===== src/rtl/fan_emulator.sv =====
// Fan-side emulator: measures PWM duty per fan over 1536-clock windows and
// drives a tach line whose toggle rate follows the measured duty.
module fan_emulator #(
  parameter int NUM_FANS = 3
) (
  input  logic                wb_clk_i,
  input  logic                wb_rst_i,
  input  logic                wb_stb_i,
  input  logic                wb_cyc_i,
  input  logic                wb_we_i,
  input  logic [15:0]         wb_adr_i,
  input  logic [15:0]         wb_dat_i,
  output logic [15:0]         wb_dat_o,
  output logic                wb_ack_o,
  input  logic [NUM_FANS-1:0] pwm_in,
  output logic [NUM_FANS-1:0] tach_out
);

  localparam int          DUTY_W    = 9;
  localparam int          ACC_W     = 27;
  localparam logic [15:0] DIV_RST   = 16'd41667;
  localparam logic [15:0] ADR_DIV   = 16'd3;
  localparam logic [15:0] ADR_STALL = 16'd4;

  // One accumulate step: returns {toggle, next accumulator}.
  function automatic logic [ACC_W:0] tach_step(input logic [ACC_W-1:0]  acc_cur,
                                               input logic [DUTY_W-1:0] duty_cur,
                                               input logic [ACC_W-1:0]  thr);
    logic [ACC_W-1:0] sum;
    sum = acc_cur + ACC_W'(duty_cur);
    if (sum >= thr) return {1'b1, sum - thr};
    else            return {1'b0, sum};
  endfunction

  logic [NUM_FANS-1:0] pwm_p0, pwm_p1;
  logic [2:0]          presc;
  logic [7:0]          samp_cnt;
  logic                samp_vld;
  logic [DUTY_W-1:0]   high_cnt [NUM_FANS];
  logic [DUTY_W-1:0]   duty     [NUM_FANS];
  logic [ACC_W-1:0]    acc      [NUM_FANS];
  logic [ACC_W-1:0]    acc_nxt  [NUM_FANS];
  logic [NUM_FANS-1:0] tach_tog;
  logic [ACC_W-1:0]    tach_thr;
  logic [15:0]         tach_div;
  logic [NUM_FANS-1:0] stall, stall_nxt;
  logic                wb_req;
  logic [15:0]         adr_q, dat_q;
  logic                we_q;
  logic                wr_div, wr_stall;
  logic [15:0]         rd_data;

  // Stage p0/p1: two-flop synchroniser on the asynchronous PWM inputs
  always_ff @(posedge wb_clk_i) begin
    pwm_p0 <= pwm_in;
    pwm_p1 <= pwm_p0;
  end

  assign samp_vld = (presc == 3'd5);

  // Duty measurement: one sample every 6 clocks, 256 samples per window
  always_ff @(posedge wb_clk_i) begin
    if (wb_rst_i) begin
      presc    <= '0;
      samp_cnt <= '0;
      for (int i = 0; i < NUM_FANS; i++) begin
        high_cnt[i] <= '0;
        duty[i]     <= '0;
      end
    end else if (samp_vld) begin
      presc    <= '0;
      samp_cnt <= samp_cnt + 8'd1;
      for (int i = 0; i < NUM_FANS; i++) begin
        if (samp_cnt == 8'd255) begin
          duty[i]     <= high_cnt[i] + DUTY_W'(pwm_p1[i]);
          high_cnt[i] <= '0;
        end else begin
          high_cnt[i] <= high_cnt[i] + DUTY_W'(pwm_p1[i]);
        end
      end
    end else begin
      presc <= presc + 3'd1;
    end
  end

  // Wishbone: request registered, acked one cycle later; write commits on ack
  assign wb_req   = wb_cyc_i & wb_stb_i & ~wb_ack_o;
  assign wr_div   = wb_ack_o & we_q & (adr_q == ADR_DIV);
  assign wr_stall = wb_ack_o & we_q & (adr_q == ADR_STALL);

  always_comb begin
    rd_data = '0;
    for (int i = 0; i < NUM_FANS; i++) begin
      if (wb_adr_i == 16'(i)) rd_data = 16'(duty[i]);
    end
    if (wb_adr_i == ADR_DIV)   rd_data = tach_div;
    if (wb_adr_i == ADR_STALL) rd_data = 16'(stall);
  end

  always_ff @(posedge wb_clk_i) begin
    if (wb_rst_i) begin
      wb_ack_o <= 1'b0;
      wb_dat_o <= '0;
      adr_q    <= '0;
      dat_q    <= '0;
      we_q     <= 1'b0;
    end else begin
      wb_ack_o <= wb_req;
      if (wb_req) begin
        wb_dat_o <= rd_data;
        adr_q    <= wb_adr_i;
        dat_q    <= wb_dat_i;
        we_q     <= wb_we_i;
      end
    end
  end

  // The new stall value acts on the same edge it is written, so the tach
  // drops on the clock right after the ack cycle.
  assign stall_nxt = wr_stall ? dat_q[NUM_FANS-1:0] : stall;

  always_ff @(posedge wb_clk_i) begin
    if (wb_rst_i) begin
      tach_div <= DIV_RST;
      stall    <= '0;
    end else begin
      if (wr_div) tach_div <= dat_q;
      stall <= stall_nxt;
    end
  end

  // Tach generation: duty-weighted accumulator against {tach_div, 10'b0}
  assign tach_thr = {1'b0, tach_div, 10'b0};

  always_comb begin
    tach_tog = '0;
    for (int i = 0; i < NUM_FANS; i++) begin
      {tach_tog[i], acc_nxt[i]} = tach_step(acc[i], duty[i], tach_thr);
    end
  end

  always_ff @(posedge wb_clk_i) begin
    if (wb_rst_i) begin
      tach_out <= '0;
      for (int i = 0; i < NUM_FANS; i++) acc[i] <= '0;
    end else begin
      for (int i = 0; i < NUM_FANS; i++) begin
        if (stall_nxt[i]) begin
          acc[i]      <= '0;
          tach_out[i] <= 1'b0;
        end else if (wr_div || (tach_div == 16'd0)) begin
          acc[i] <= '0;
        end else begin
          acc[i] <= acc_nxt[i];
          if (tach_tog[i]) tach_out[i] <= ~tach_out[i];
        end
      end
    end
  end

endmodule


===== config.mk =====
export PLATFORM = sky130hd
export DESIGN_NAME = fan_emulator
export DESIGN_NICKNAME = d
export VERILOG_FILES = /design/src/rtl/fan_emulator.sv
export SDC_FILE = /design/constraint.sdc
export NUM_CORES = 1
export LEC_CHECK = 0
export BUFFER_PORTS_ARGS = -buffer_cell sky130_fd_sc_hd__buf_2
export CAP_MARGIN = 20
export CORE_UTILIZATION = 57
export DETAILED_ROUTE_END_ITERATION = 7
export PLACE_DENSITY_LB_ADDON = 0.15
export SETUP_SLACK_MARGIN = 0.4
export SYNTH_ARGS = -nofsm -noshare
export SYNTH_HDL_FRONTEND = slang
export SYNTH_SLANG_ARGS = --single-unit

===== constraint.sdc =====
create_clock -name wb_clk_i -period 3.9 [get_ports wb_clk_i]
set_input_delay 0.195 -clock wb_clk_i [delete_from_list [all_inputs] [get_ports wb_clk_i]]
set_output_delay 0.195 -clock wb_clk_i [all_outputs]
set_load 0.02 [all_outputs]

# ---- After elaboration in Yosys (flattened, before gate mapping)
# Memory sizes are Yosys's and may differ from the RTL's.
# Index checks and enable logic that the tools add are counted.
dict set report word_totals {
  inputBits 40
  mem_count 3
  rom_bits 0
  latch_bits 0
  out_inout_bits 20
  ramBits 135
  ff_bits 89
}
# memory depth width rd rd_ports_with_merged_regs wr line_no
set memory_table {}
lappend memory_table {acc 3 27 3 0 3 41} ;# logic [ACC_W-1:0] acc [NUM_FANS];
lappend memory_table {duty 3 9 3 0 3 40} ;# logic [DUTY_W-1:0] duty [NUM_FANS];
lappend memory_table {high_cnt 3 9 3 0 3 39} ;# logic [DUTY_W-1:0] high_cnt [NUM_FANS];
dict set report op_classes {
  n_reduce_logical 10
  eq_ne 8
  bitwise_logic 28
  div 0
  muxes 66
  add_sub_neg 11
  n_shift 0
  magnitude_cmp 3
  mul 0
}
# cell count
set op_table {}
lappend op_table {{two-way mux 27 bit} 9}
lappend op_table {{two-way mux 9 bit} 10}
lappend op_table {{two-way mux 28 bit} 3}
lappend op_table {{adder 27 x 9 -> 27 bit} 3}
lappend op_table {{greater-or-equal comparator 27 x 26 -> 1 bit} 3}
lappend op_table {{subtractor 27 x 26 -> 27 bit} 3}
lappend op_table {{two-way mux 16 bit} 4}
lappend op_table {{== test 16 x 2 -> 1 bit (second input constant)} 3}
lappend op_table {{two-way mux 1 bit} 39}
lappend op_table {{== test 16 x 3 -> 1 bit (second input constant)} 2}
lappend op_table {{logical NOT 16 bit} 2}
lappend op_table {{adder 9 x 1 -> 9 bit} 3}
lappend op_table {{bitwise OR 1 bit} 18}
lappend op_table {{== test 16 x 1 -> 1 bit (second input constant)} 1}
lappend op_table {{adder 8 x 1 -> 8 bit (second input constant)} 1}
lappend op_table {{== test 8 bit (second input constant)} 1}
lappend op_table {{OR reduction 2 bit} 4}
lappend op_table {{AND reduction 2 bit} 3}
lappend op_table {{AND 1 bit} 5}
lappend op_table {{inverter 1 bit} 5}
lappend op_table {{adder 3 x 1 -> 3 bit (second input constant)} 1}
lappend op_table {{== test 3 bit (second input constant)} 1}
lappend op_table {{two-way mux 3 bit} 1}
lappend op_table {{logical OR 1 bit} 1}

# ---- Logic depth before layout (Yosys ltp)
dict set report logic_depth {
  ltp_word 9
  mapped_depth 20
}

# ---- Worst setup path before layout
# OpenSTA, ideal clock, no wires.
dict set report synth_path {
  path_kind {register to register}
  startpoint {memory duty[1][1] (netlist: duty[0][10])}
  endpoint {memory acc[1][12] (data pin)}
  synth_period_minus_slack_ps 4360
  stages_incl_launch_ff 20
  arrival_time_ps 4103
  path_buffers 2
  path_slack_ps -460
  required_time_ps 3643
  path_cell_list {edfxtp_1 -> ha_1 -> a211oi_1 -> o21ai_0 -> a31o_2 -> a21oi_1 -> nor2_1 -> xnor2_1 -> inv_1 -> ha_1 -> nor2b_1 -> o21ai_0 -> a21oi_1 -> a211o_1 -> o21ai_0 -> nand3_1 -> buf_6 -> buf_4 -> mux2i_1 -> nor2_1}
}
# element line_no
set synth_rtl {}
lappend synth_rtl {{start, declared} 40}
lappend synth_rtl {{end, declared} 41}

==> key figures <==
Final layout
  – Register Area: 0.00584 mm2
  – Post-route cell area: 0.0200 mm2
  – Multi-input gate area: 0.00935 mm2
  – Ant diodes: 0
  – Area Growth Syn to Fin: 45.5%
  – Final Non-Filler Cells: roughly 2,300
  – Share of cells above drive strength 1: 34.3%
  – # fillers: 1,187
  – # nets final: 2,096

STA
  – Slew headroom: roughly 32%
  – Worst Max-Slew Pin Slew: roughly 1.0 ns
  – Final hold slack: 0.0674 ns
  – Min cycle time layout: roughly 5 ns
  – Slew Viols, Final: 0
  – Setup Skew: 0.0328 ns
  – Setup TNS: -34.47 ns
  – Max frequency: 196 MHz
  – Setup ws final: -1.20 ns
  – RSZ-0062 raised after global routing: true
  – Final hold violation count: 0
  – Tcrit/Tclk final: 131%
  – Setup Viol. Count Final: 54

Floorplanning
  – Num rows: 56
  – Die area: 0.0248 mm2
  – I/O pin count: 60
  – Initial Util: 58.4%
  – Chip Width: about 160 um
  – Die H: 157 um
  – Core ar.: between 0.02 and 0.025 mm2

Critical path
  – Crit-path max FO: 5
  – Critical-path top delay cell: edfxtp_1
  – Max incr delay on CP: 0.41 ns
  – WP data arrival: 5.46 ns
  – Startpoint Class: register
  – Crit path capture type: register
  – Crit-path most repeated cell: buf_6
  – Critical-path cell list: ha_2 -> nand3_1 -> o22ai_2 -> o2111ai_4 -> nor3_2 -> buf_4 -> nand2_1 -> xnor2_1 -> ha_1 -> a21o_1 -> a21oi_2 -> o21bai_2 -> or3_4 -> o211a_1 -> buf_6 -> buf_6 -> a2111oi_4 -> buf_4 -> buf_6 -> buf_6 -> nand2_2 -> a21oi_2
  – Setup Crit Path Kind: reg2reg
  – Req. time, crit path: about 4.3 ns

Place
  – DP Wirelength: 27.9 mm
  – Dpl cells: between 2,000 and 2,500
  – Pre-CTS setup slack: -0.615 ns
  – PortBufs: 59
  – Cell Area, Placed: ~0.016 mm2
  – Placer Congestion: 0.931

Pwr
  – Leakage: 8.48 nW
  – PD cells: 371 mW/mm2
  – P_int: 5.15 mW
  – Part of the power in registers: 37.8%
  – Combinational Power Share: approximately 29%
  – Worst vdd ir: 0.422 mV
  – Psw: approximately 2.3 mW
  – Sw frac: 30.7%
  – Clock Power Share: between 30% and 40%

Synth
  – Count leader, synth: nor2_1
  – Top cell type's share of synthesized area: 29.5%
  – Async SR Flop Fraction: 0%
  – Post-synth top flop: edfxtp_1
  – Yosys warns: 0
  – Synth Instances: 1,483
  – Area leader, netlist: edfxtp_1
  – Synth top cells by count: nor2_1, nand2_1, edfxtp_1
  – Syn Area/Cell: 9.27 um2
  – Synth Register Bits: 224
  – Top cells by area, synth: edfxtp_1, dfxtp_1, ha_1
  – Post-Synthesis Cell Area: between 0.01 and 0.015 mm2
  – Post-synth EDFFs: around 140
  – Seq/Total Area, Yosys: 42.4%
  – Yosys cell types: 80

Global route
  – Largest net degree at the start of global routing: between 70 and 80
  – Vias in the first global route: 13,424
  – First-pass GRT wire length: 66.4 mm
  – Grt ovf: 0
  – Gr usage total: 34.3%
  – Initial antenna violation count: 0

Route
  – Vias per inst: 6.25
  – Drt total wl: 50.9 mm
  – Initial DRC count: 1,681
  – Final ANT Viol Nets: 0
  – Drt pass-1 iters: 5
  – Wirelength per Cell: 22.1 um
  – DRC Markers: 0
  – Routed vias: between 10,000 and 15,000

Clock tree
  – Clk_lat worst skew: 0.56 ns
  – Root Driver: clkbuf_16
  – H-tree Lvls: 1
  – Max Buffers Root-to-Sink: 3
  – CTS clk-pin slew, worst paths: 0.07 ns
  – Clock sink count: 224
  – CTS tree: done
  – TritonCTS buffer count: 25

Status
  – Status: finished with violations
  – Failing checks: setup timing

Hold path
  – Min-Delay Path Class: in2reg

Run
  – Max-Cap Viols: 0
-- power by group through the flow --
stage	clock network, mW	registers [mW]	logic, mW
after global placement	0	2.82	1.43
after floorplan	0	2.80	0.967
after CTS	2.44	2.78	1.78
final	2.45	2.81	2.17
after global routing	2.54	2.81	2.27
after detailed placement	0	2.83	1.47
-- layer usage --
metal	up-vias	part of all wire (%)	wire length (um)	global-route usage [%]
met1	6817	36	18200	40.6
met2	994	48	24300	60.6
li1	6259	-	-	-
met3	337	9.7	4930	4.49
met5	-	0	0	0
met4	0	6.9	3530	18.3
-- kinds of logic after synthesis --
logic type | count (synthesis) | share of synthesized area (%)
compound gates | 312 | 14.8
xor+xnor | 123 | 7.83
fa+ha+maj | 90 | 8.51
buf+inv | 99 | 2.94
flops | 224 | 42.4
mux | 42 | 3.07
other cells | 1 | 0.0273
simple gates | 592 | 20.4
-- critical path: cells and delay by family, from the launching register on --
| family | cells | cell delay, ns |
|---|---|---|
| and+or+nand+nor | 5 | 1.04 |
| adders and majority gates | 2 | 0.64 |
| xor gates and xnor gates | 1 | 0.20 |
| DFF | 1 | 0.41 |
| AOI/OAI and AO/OA | 8 | 1.70 |
| buffers and inverters | 6 | 0.90 |
-- sequential cells by signal, indices dropped and copies added, names as in the netlist, 8 cells and up --
register,cells
acc,81
duty,27
high_cnt,27
adr_q,16
dat_q,16
tach_div,16
wb_dat_o,16
samp_cnt,8
-- area by class of cell --
cell class | count | share of cell area (%)
Sequential cell | 224 | 29.2
Tap cell | 319 | 1.99
Clock buffer | 34 | 3.55
Clock inverter | 12 | 0.694
Inverter | 52 | 0.975
Multi-Input combinational cell | 1240 | 46.7
Timing Repair Buffer | 423 | 16.9
-- metrics by stage --
stage	util [%]	power (mW)
CTS	80.8	7.01
global route	85.0	7.63
detailed placement	69.9	4.29
global placement	69.9	4.24
finish	85.0	7.43
floorplan	-	3.77
-- cells in the final DEF (no fill, tap or decap), types with 37 or more instances in the layout --
master,instances
conb_1,81
xor2_1,45
buf_4,291
nand2_1,150
nor2_1,171
dfxtp_1,89
edfxtp_1,135
mux2i_1,37
inv_1,49
xnor2_1,49
ha_1,61
a21oi_1,83
buf_2,59
-- final timing paths --
path,slack (ns),cells past startpoint,startpoint,to
setup / recovery,-1.20,22,duty[0][4],acc[0][12]
hold / removal,0.07,3,wb_adr_i[0],adr_q[0]
setup reg to reg,-1.20,22,duty[0][4],acc[0][12]
hold reg to reg,0.33,0,pwm_p0[2],pwm_p1[2]
-- what timing repair did --
| item | 4_1_cts | 5_1_grt |
|---|---|---|
| hold buffers | 34 | 0 |
| buffers inserted | 66 | 46 |
| resized for setup | 175 | 103 |
| pin swaps | 75 | 80 |
| gates cloned | 4 | 0 |
| hold endpoints to repair | 34 | 0 |
| endpoints found under the setup margin | 54 | 54 |
(Power assumes the default switching activity.)
